==> config.mk <==
export PLATFORM = sky130hd
export DESIGN_NAME = row_pingpong_sched
export DESIGN_NICKNAME = d
export VERILOG_FILES = /design/src/rtl/lcd_pkg.sv /design/src/rtl/ack_credit_tx.sv /design/src/rtl/row_pingpong_sched.sv
export SDC_FILE = /design/constraint.sdc
export NUM_CORES = 1
export LEC_CHECK = 0
export ABC_AREA = 1
export CORE_MARGIN = 2
export CORE_UTILIZATION = 46
export CTS_BUF_LIST = sky130_fd_sc_hd__clkbuf_8
export DETAILED_ROUTE_END_ITERATION = 10
export GPL_ROUTABILITY_DRIVEN = 0
export PLACE_DENSITY = 0.81
export SETUP_SLACK_MARGIN = 0.4
export SYNTH_ARGS = -nofsm -noshare
export SYNTH_HDL_FRONTEND = slang
export SYNTH_SLANG_ARGS = --single-unit
==> constraint.sdc <==
create_clock -name clk -period 5.15 [get_ports clk]
set_input_delay 1.03 -clock clk [delete_from_list [all_inputs] [get_ports clk]]
set_output_delay 1.03 -clock clk [all_outputs]
set_load 0.02 [all_outputs]
==> src/rtl/lcd_pkg.sv <==
// Shared constants and the read-side state encoding for the UART-to-LCD row path.
package lcd_pkg;

  localparam int         ROW_BYTES = 480;    // bytes per display row (one bank depth)
  localparam int         ROWS      = 320;    // rows per frame
  localparam int         ADDR_W    = 9;      // bank address width
  localparam logic [7:0] ACK_BYTE  = 8'h41;  // 'A' grants the host one row

  // Read FSM: wait for a full bank, then wait for the LCD to finish drawing it.
  typedef enum logic {
    RD_IDLE = 1'b0,
    RD_DRAW = 1'b1
  } rd_state_e;

  // Next display row index, wrapping at the end of the frame.
  function automatic logic [8:0] row_next(input logic [8:0] y, input int rows);
    if (y == 9'(rows - 1)) begin
      return 9'd0;
    end
    return y + 9'd1;
  endfunction

endpackage

==> src/rtl/ack_credit_tx.sv <==
// Saturating row-credit counter and the ack-byte transmit handshake.
// Handshake: tx_valid is raised only while credit is available and is held,
// together with tx_data, until a cycle with tx_ready=1; that cycle is the
// transfer. tx_valid then drops for at least one cycle before the next ack.
module ack_credit_tx #(
  parameter logic [7:0] ACK_VAL = 8'h41
) (
  input  logic       clk,
  input  logic       rst_n,
  input  logic       credit_inc,
  input  logic       tx_ready,
  output logic       tx_valid,
  output logic [7:0] tx_data
);

  logic [1:0] credit_q, credit_d;
  logic       tx_valid_q, tx_valid_d;
  logic [7:0] tx_data_q, tx_data_d;
  logic       tx_accept;

  // Next credit count and ack request, saturating at two outstanding rows.
  always_comb begin
    tx_accept  = tx_valid_q && tx_ready;
    credit_d   = credit_q;
    tx_valid_d = tx_valid_q;
    unique case ({credit_inc, tx_accept})
      2'b10:   credit_d = (credit_q == 2'd2) ? 2'd2 : credit_q + 2'd1;
      2'b01:   credit_d = credit_q - 2'd1;
      default: credit_d = credit_q;
    endcase
    if (tx_accept) begin
      tx_valid_d = 1'b0;
    end else if (!tx_valid_q && (credit_q != 2'd0)) begin
      tx_valid_d = 1'b1;
    end
    tx_data_d = tx_valid_d ? ACK_VAL : 8'h00;
  end

  // Credit register starts at one so the power-up grant goes out after reset.
  always_ff @(posedge clk) begin
    if (!rst_n) begin
      credit_q   <= 2'd1;
      tx_valid_q <= 1'b0;
      tx_data_q  <= 8'h00;
    end else begin
      credit_q   <= credit_d;
      tx_valid_q <= tx_valid_d;
      tx_data_q  <= tx_data_d;
    end
  end

  assign tx_valid = tx_valid_q;
  assign tx_data  = tx_data_q;

endmodule

==> src/rtl/row_pingpong_sched.sv <==
// Ping-pong scheduler for two row banks: UART bytes fill one bank while the
// LCD draws the other; row credits go back to the host as ack bytes.
module row_pingpong_sched
  import lcd_pkg::*;
#(
  parameter int         ROW_LEN    = ROW_BYTES,
  parameter int         FRAME_ROWS = ROWS,
  parameter logic [7:0] ACK_VAL    = ACK_BYTE,
  parameter int         AW         = ADDR_W
) (
  input  logic          clk,
  input  logic          rst_n,
  input  logic          rx_valid,
  input  logic [7:0]    rx_data,
  output logic          wr_en,
  output logic          wr_bank,
  output logic [AW-1:0] wr_addr,
  output logic [7:0]    wr_data,
  output logic          rd_bank,
  output logic          row_start,
  output logic [8:0]    row_y,
  input  logic          show_row_done,
  output logic          tx_valid,
  output logic [7:0]    tx_data,
  input  logic          tx_ready,
  output logic          frame_done,
  output logic          overrun,
  output rd_state_e     dbg_rd_state
);

  // Write side.
  logic [AW-1:0] ptr_q, ptr_d;
  logic          fill_bank_q, fill_bank_d;
  logic [1:0]    full_q, full_d;
  logic          wr_en_q, wr_en_d;
  logic          wr_bank_q, wr_bank_d;
  logic [AW-1:0] wr_addr_q, wr_addr_d;
  logic [7:0]    wr_data_q, wr_data_d;
  logic          overrun_q, overrun_d;
  logic          defer_q, defer_d;

  // Read side.
  rd_state_e     state_q, state_d;
  logic          rd_bank_q, rd_bank_d;
  logic          row_start_q, row_start_d;
  logic [8:0]    row_y_q, row_y_d;
  logic          frame_done_q, frame_done_d;

  // Event decode.
  logic byte_accept;
  logic row_last;
  logic new_fill;
  logic free_ev;
  logic comp_ack;
  logic comp_defer;
  logic defer_hit;
  logic ack_inc;

  // Decode accepts, row completion, bank release and the ack decision.
  // A deferred ack is owed when the bank we just switched to is still being
  // drawn; it is paid when the LCD releases exactly that bank. If release and
  // completion coincide on that bank, only one credit results.
  always_comb begin
    byte_accept = rx_valid && !full_q[fill_bank_q];
    row_last    = byte_accept && (ptr_q == AW'(ROW_LEN - 1));
    new_fill    = ~fill_bank_q;
    free_ev     = (state_q == RD_DRAW) && show_row_done;
    comp_ack    = row_last && !full_q[new_fill];
    comp_defer  = row_last && full_q[new_fill];
    defer_hit   = free_ev &&
                  ((defer_q && (rd_bank_q == fill_bank_q)) ||
                   (comp_defer && (rd_bank_q == new_fill)));
    ack_inc     = comp_ack || defer_hit;
    defer_d     = (defer_q || comp_defer) && !defer_hit;
  end

  // Write-side next state: byte capture, pointer wrap, bank flags, overrun.
  always_comb begin
    ptr_d       = ptr_q;
    fill_bank_d = fill_bank_q;
    full_d      = full_q;
    wr_en_d     = byte_accept;
    wr_bank_d   = wr_bank_q;
    wr_addr_d   = wr_addr_q;
    wr_data_d   = wr_data_q;
    overrun_d   = overrun_q || (rx_valid && full_q[fill_bank_q]);
    if (byte_accept) begin
      wr_bank_d = fill_bank_q;
      wr_addr_d = ptr_q;
      wr_data_d = rx_data;
      ptr_d     = row_last ? '0 : ptr_q + AW'(1);
    end
    if (row_last) begin
      full_d[fill_bank_q] = 1'b1;
      fill_bank_d         = new_fill;
    end
    // Never the bank just completed: that one was the fill bank, not rd_bank.
    if (free_ev) begin
      full_d[rd_bank_q] = 1'b0;
    end
  end

  // Read FSM next state: start a row when its bank is full, retire it on done.
  always_comb begin
    state_d      = state_q;
    rd_bank_d    = rd_bank_q;
    row_start_d  = 1'b0;
    row_y_d      = row_y_q;
    frame_done_d = 1'b0;
    unique case (state_q)
      RD_IDLE: begin
        if (full_q[rd_bank_q]) begin
          row_start_d = 1'b1;
          state_d     = RD_DRAW;
        end
      end
      RD_DRAW: begin
        if (show_row_done) begin
          rd_bank_d    = ~rd_bank_q;
          row_y_d      = row_next(row_y_q, FRAME_ROWS);
          frame_done_d = (row_y_q == 9'(FRAME_ROWS - 1));
          state_d      = RD_IDLE;
        end
      end
      default: state_d = RD_IDLE;
    endcase
  end

  // Write-side registers; reset drops any partial row.
  always_ff @(posedge clk) begin
    if (!rst_n) begin
      ptr_q       <= '0;
      fill_bank_q <= 1'b0;
      full_q      <= 2'b00;
      wr_en_q     <= 1'b0;
      wr_bank_q   <= 1'b0;
      wr_addr_q   <= '0;
      wr_data_q   <= 8'h00;
      overrun_q   <= 1'b0;
      defer_q     <= 1'b0;
    end else begin
      ptr_q       <= ptr_d;
      fill_bank_q <= fill_bank_d;
      full_q      <= full_d;
      wr_en_q     <= wr_en_d;
      wr_bank_q   <= wr_bank_d;
      wr_addr_q   <= wr_addr_d;
      wr_data_q   <= wr_data_d;
      overrun_q   <= overrun_d;
      defer_q     <= defer_d;
    end
  end

  // Read FSM with its registered outputs.
  always_ff @(posedge clk) begin
    if (!rst_n) begin
      state_q      <= RD_IDLE;
      rd_bank_q    <= 1'b0;
      row_start_q  <= 1'b0;
      row_y_q      <= 9'd0;
      frame_done_q <= 1'b0;
    end else begin
      state_q      <= state_d;
      rd_bank_q    <= rd_bank_d;
      row_start_q  <= row_start_d;
      row_y_q      <= row_y_d;
      frame_done_q <= frame_done_d;
    end
  end

  ack_credit_tx #(
    .ACK_VAL (ACK_VAL)
  ) u_ack (
    .clk        (clk),
    .rst_n      (rst_n),
    .credit_inc (ack_inc),
    .tx_ready   (tx_ready),
    .tx_valid   (tx_valid),
    .tx_data    (tx_data)
  );

  assign wr_en        = wr_en_q;
  assign wr_bank      = wr_bank_q;
  assign wr_addr      = wr_addr_q;
  assign wr_data      = wr_data_q;
  assign rd_bank      = rd_bank_q;
  assign row_start    = row_start_q;
  assign row_y        = row_y_q;
  assign frame_done   = frame_done_q;
  assign overrun      = overrun_q;
  assign dbg_rd_state = state_q;

endmodule

After elaboration in Yosys (flattened, before gate mapping)
Index checks and enable logic that the tools add are counted.
Storage, ports and cells
  output and inout port bits: 42
  logic and storage cells: 93
  flip-flop bits (word level): 57
Cells by class
  mux-type cells: 26
  add/sub/neg operators: 4
  equal/unequal tests: 7
  reduce and logical (&&, ||, !) cells: 27
  order comparisons: 5
  bitwise gates (word level): 7
Operator list (count)
  9-bit two-way mux: 3
  9-bit by 1-bit adder with 9-bit output (second input constant): 2
  9-bit equality test (second input constant): 2
  1-bit two-way mux: 15
  1-bit logical AND: 14
  7-bit two-way mux: 1
  1-bit by 2-bit < comparator with 1-bit output (second input constant): 3
  2-bit two-way mux: 3
  2-bit equality test (second input constant): 2
  1-bit logical NOT: 4
  1-bit logical OR: 4
  1-bit NOT: 4
  2-bit one-hot mux with 2 select lines: 1
  2-bit nonzero test: 2
  3-bit AND reduction: 1
  2-bit by 1-bit adder with 2-bit output (second input constant): 1
  2-bit bitwise AND: 1
  1-bit demux with 1-bit select: 2
  1-bit equality test: 2
  2-bit by 1-bit equality test with 1-bit output (second input constant): 1
  1-bit greater-or-equal comparator (second input constant): 2
  2-bit NOT: 1
  2-bit bitwise OR: 1
  1-bit one-hot mux with 2 select lines: 1
  3 further kinds: 3

Logic depth before layout (Yosys ltp)
  depth in word-level cells: 12
  depth in mapped cells: 12
  depth with buffers taken out: 12

Hierarchy
Synthesis repeated with hierarchy kept, for this count alone.
Unflattened totals
  cells, all modules: 306
  area total of the unflattened synthesis: 2202.1 um^2
By module, submodules not included
  row_pingpong_sched: instances 1, sequential area each 920.9 um^2, area an instance 1950.6 um^2, cells an instance 269
  ack_credit_tx: instances 1, sequential area each 60.1 um^2, area an instance 251.5 um^2, cells an instance 37

Worst setup path before layout
No wires, ideal clock.
  path type: in2reg
  start: input port rx_valid
  end: register u_ack.credit_q[1]
  arrival: 2.063 ns
  cell stages on the path: 9
  library setup time: 0.115 ns
  required time: 5.035 ns
  path slack: 2.972 ns
  cell sequence: nand3_4 -> nor2_4 -> nand3_1 -> a21oi_1 -> nor2_1 -> ha_1 -> xor2_1 -> o21ai_0 -> inv_1
On the way
  cells in the longest elaborated chain, start to end: 9
  elaborated cells between the ends (all ways): 12
RTL lines
  start, declared: line row_pingpong_sched.sv:13  | input logic rx_valid,
  1-bit logical AND (*): line row_pingpong_sched.sv:64  | byte_accept = rx_valid && !full_q[fill_bank_q];
  1-bit logical AND (*): line row_pingpong_sched.sv:65  | row_last = byte_accept && (ptr_q == AW'(ROW_LEN - 1));
  1-bit logical AND: line row_pingpong_sched.sv:69  | comp_defer = row_last && full_q[new_fill];
  1-bit logical AND: line row_pingpong_sched.sv:72  | (comp_defer && (rd_bank_q == new_fill)));
  1-bit logical OR: line row_pingpong_sched.sv:71  | ((defer_q && (rd_bank_q == fill_bank_q)) ||
  1-bit logical AND: line row_pingpong_sched.sv:70  | defer_hit = free_ev &&
  1-bit logical OR (*): line row_pingpong_sched.sv:73  | ack_inc = comp_ack || defer_hit;
  2-bit by 1-bit equality test with 1-bit output / 2-bit equality test (equally long branches): line ack_credit_tx.sv:26  | unique case ({credit_inc, tx_accept})
  2-bit one-hot mux with 2 select lines / 2-bit nonzero test (equally long branches)
  end signal, assigned: line ack_credit_tx.sv:46  | credit_q <= credit_d;
  end, declared: line ack_credit_tx.sv:16  | logic [1:0] credit_q, credit_d;
Mark *: on every way between the ends. The rest lies on a longest branch, timed or not.
A chain may end at the register's enable or synchronous reset.

==> out/metrics.csv <==
metric;value;unit
status;complete, no violations;
viasPerCell;4.871;
crit_path_end_kind;register;
area_growth;26.07;%
ir_drop;0.1251;mV
post_cts_buffers;0;
fill_cells;411;
cp_slowest_cell;clkdlybuf4s50_1;
max_freq;353.7;MHz
final-max-slew-violation-count;0;
crit_path_start_kind;input pin;
synth_xor_area_share;1.605;%
slew_headroom;40.10;%
die_w;72.90;um
die-height;72.90;um
postRouteAntennaNets;0;
syn_area;0.002183;mm2
dieArea;0.005314;mm2
wl;4404;um
seq_area_frac_synth;44.93;%
synth-seq-cells;49;
synthMuxAreaShare;0;%
numCtsBuffers;5;
max_stage_delay;0.79;ns
drc;0;
period_minus_slack;2.827;ns
path_buf_inv;2;
insertion_delay;0.31;ns
synth.avg_cell_area;7.555;um2
diodes;0;
dpl_cell_area;0.002633;mm2
synth_top_family_by_area;simple AND/OR/NAND/NOR gates;
worst_slew_pin_slew;0.8975;ns
synthSimpleGateAreaFrac;26.59;%
grtUsageTotal;16.31;%
drive_above_1_share;6.886;%
tns;0;ns
utilization;59.06;%
worstPathCellList;clkdlybuf4s50_1 -> inv_1 -> or2_2 -> a21oi_1 -> o21bai_1;
criticalPathCategory;input pin to register;
finalClockSkew;0.01431;ns
ctsResizeCount;0;
postCtsHoldBufs;0;
critPathArrivalTime;3.07;ns
cts_root_buffer;clkbuf_8;
cts_tree;done;
grt_first_pass_wirelength;6893;um
required;5.40;ns
grt_pass1_vias;1594;
synth-async-reset-ratio;0;%
rsz0062_at_grt;false;
synth_top_flop_cell;dfxtp_1;
antenna_found_initial;0;
synthAdderAreaFrac;2.865;%
ios;55;
drt_iter0_markers;135;
synth_cell_types;34;
row_count;25;
cts_htree_levels;2;
port_buffers;48;
p_leak;1.088;nW
synthCells;289;
grt_overflow;0;
worstPathMaxFanout;30;
period_share;54.89;%
fin_nets;351;
final_area;0.002753;mm2
cap_violations;0;
coreArea;0.004661;mm2
cts.sinks;49;
clockBufferDepth;2;
multi_input_area;984.7;um2
firstDrtPassIters;4;
grt_max_degree;31;
crit_family;buffers and inverters;
synth_compound_area_share;13.01;%
setup_viol;0;
wl_per_cell;11.35;um
dr_total_vias;1890;
hp-class;register to register;
final-hold-violation-count;0;
power_density;273.2;mW/mm2
place_hpwl;3150;um
seq_area;980.9;um2
yosys_warnings;0;
initial_core_util;46.85;%
synth_edf_count;0;
clkSlewWorstSetupHoldPaths;0.10;ns
flip-flops by register name (all words and copies together), names as in the netlist, 2 cells and up:
signal          flops
wr_data             8
u_ack.credit_q      2
full_q              2
row_y               9
wr_addr             9
ptr_q               9
final timing paths:
kind / slack, ns / to / from / cells past startpoint
worst max-delay path: 2.32 / dbg_rd_state / rst_n / 5
worst min-delay path: 0.47 / wr_data[4] / wr_data[4] / 2
worst max register to register: 3.01 / u_ack.credit_q[0] / fill_bank_q / 10
worst min register to register: 0.47 / wr_data[4] / wr_data[4] / 2
cell usage after synthesis (4+ instances only):
master | instances | share of area (%)
nor3_1 | 4 | 0.92
a21oi_1 | 38 | 8.7
inv_1 | 29 | 5.0
dfxtp_1 | 49 | 45
nand3_1 | 12 | 2.8
nor2_1 | 25 | 4.3
ha_1 | 5 | 2.9
nand2_1 | 72 | 12
o21ai_0 | 10 | 2.3
buf_4 | 9 | 3.1
through the flow:
step	power, mW	setup WS (ns)	std cells	hold slack (ns)
after CTS	0.7538	2.348	388	0.4687
final	0.7520	2.323	388	0.4675
after detailed placement	0.4735	2.009	380	0.4566
after floorplan	0.4510	2.972	294	0.4444
after global routing	0.7744	2.178	388	0.4853
after global placement	0.4725	2.090	380	0.4543
worst min-delay path, delay by kind of cell, from the launching register on:
family | cells | cell delay (ns)
AO/OA/AOI/OAI | 1 | 0.06
AND/OR/NAND/NOR | 1 | 0.06
flip-flops | 1 | 0.31
logic make-up after synthesis:
| kind of cell | after synthesis |
|---|---|
| AO/OA/AOI/OAI | 54 |
| XOR/XNOR | 4 |
| adder cells (fa/ha/maj) | 5 |
| buffers and inverters | 47 |
| flip-flops | 49 |
| other | 1 |
| AND/OR/NAND/NOR | 129 |
per-layer routing:
layer | global-route usage (%) | vias up | wire length, um
li1 | - | 998 | -
met1 | 20.88 | 845 | 2121
met2 | 26.97 | 41 | 2057
met3 | 3.591 | 6 | 162
met4 | 5.967 | 0 | 63
met5 | 0 | - | 0
report_power, final:
part           total, mW  switching, mW  internal, mW  leakage (nW)
combinational     0.0716         0.0408        0.0308         0.632
clock              0.287          0.129         0.158        0.0574
sequential         0.393        0.00552         0.387         0.398
total              0.752          0.176         0.576          1.09
area by class of cell:
class / instances / share of cell area, %
clock buffer: 6 / 3.000
clock inverter: 2 / 1.364
inverter: 31 / 4.318
multi-input combinational: 198 / 35.77
sequential: 49 / 35.64
tap: 54 / 2.455
timing repair buffer: 48 / 17.45
cells in the final DEF (no fill, tap or decap), drive strengths merged:
master,count
o21bai,1
bufinv,1
xor2,3
a21oi,39
nand2,75
xnor2,1
dfxtp,49
nor3b,2
nand3,14
a211oi,3
ha,5
conb,6
nor3,5
or2,1
clkbuf,6
nand4,3
clkinvlp,1
inv,31
nor2,29
o21ai,11
clkdlybuf4s50,48
No activity file was read; power rests on OpenSTA's default activity.
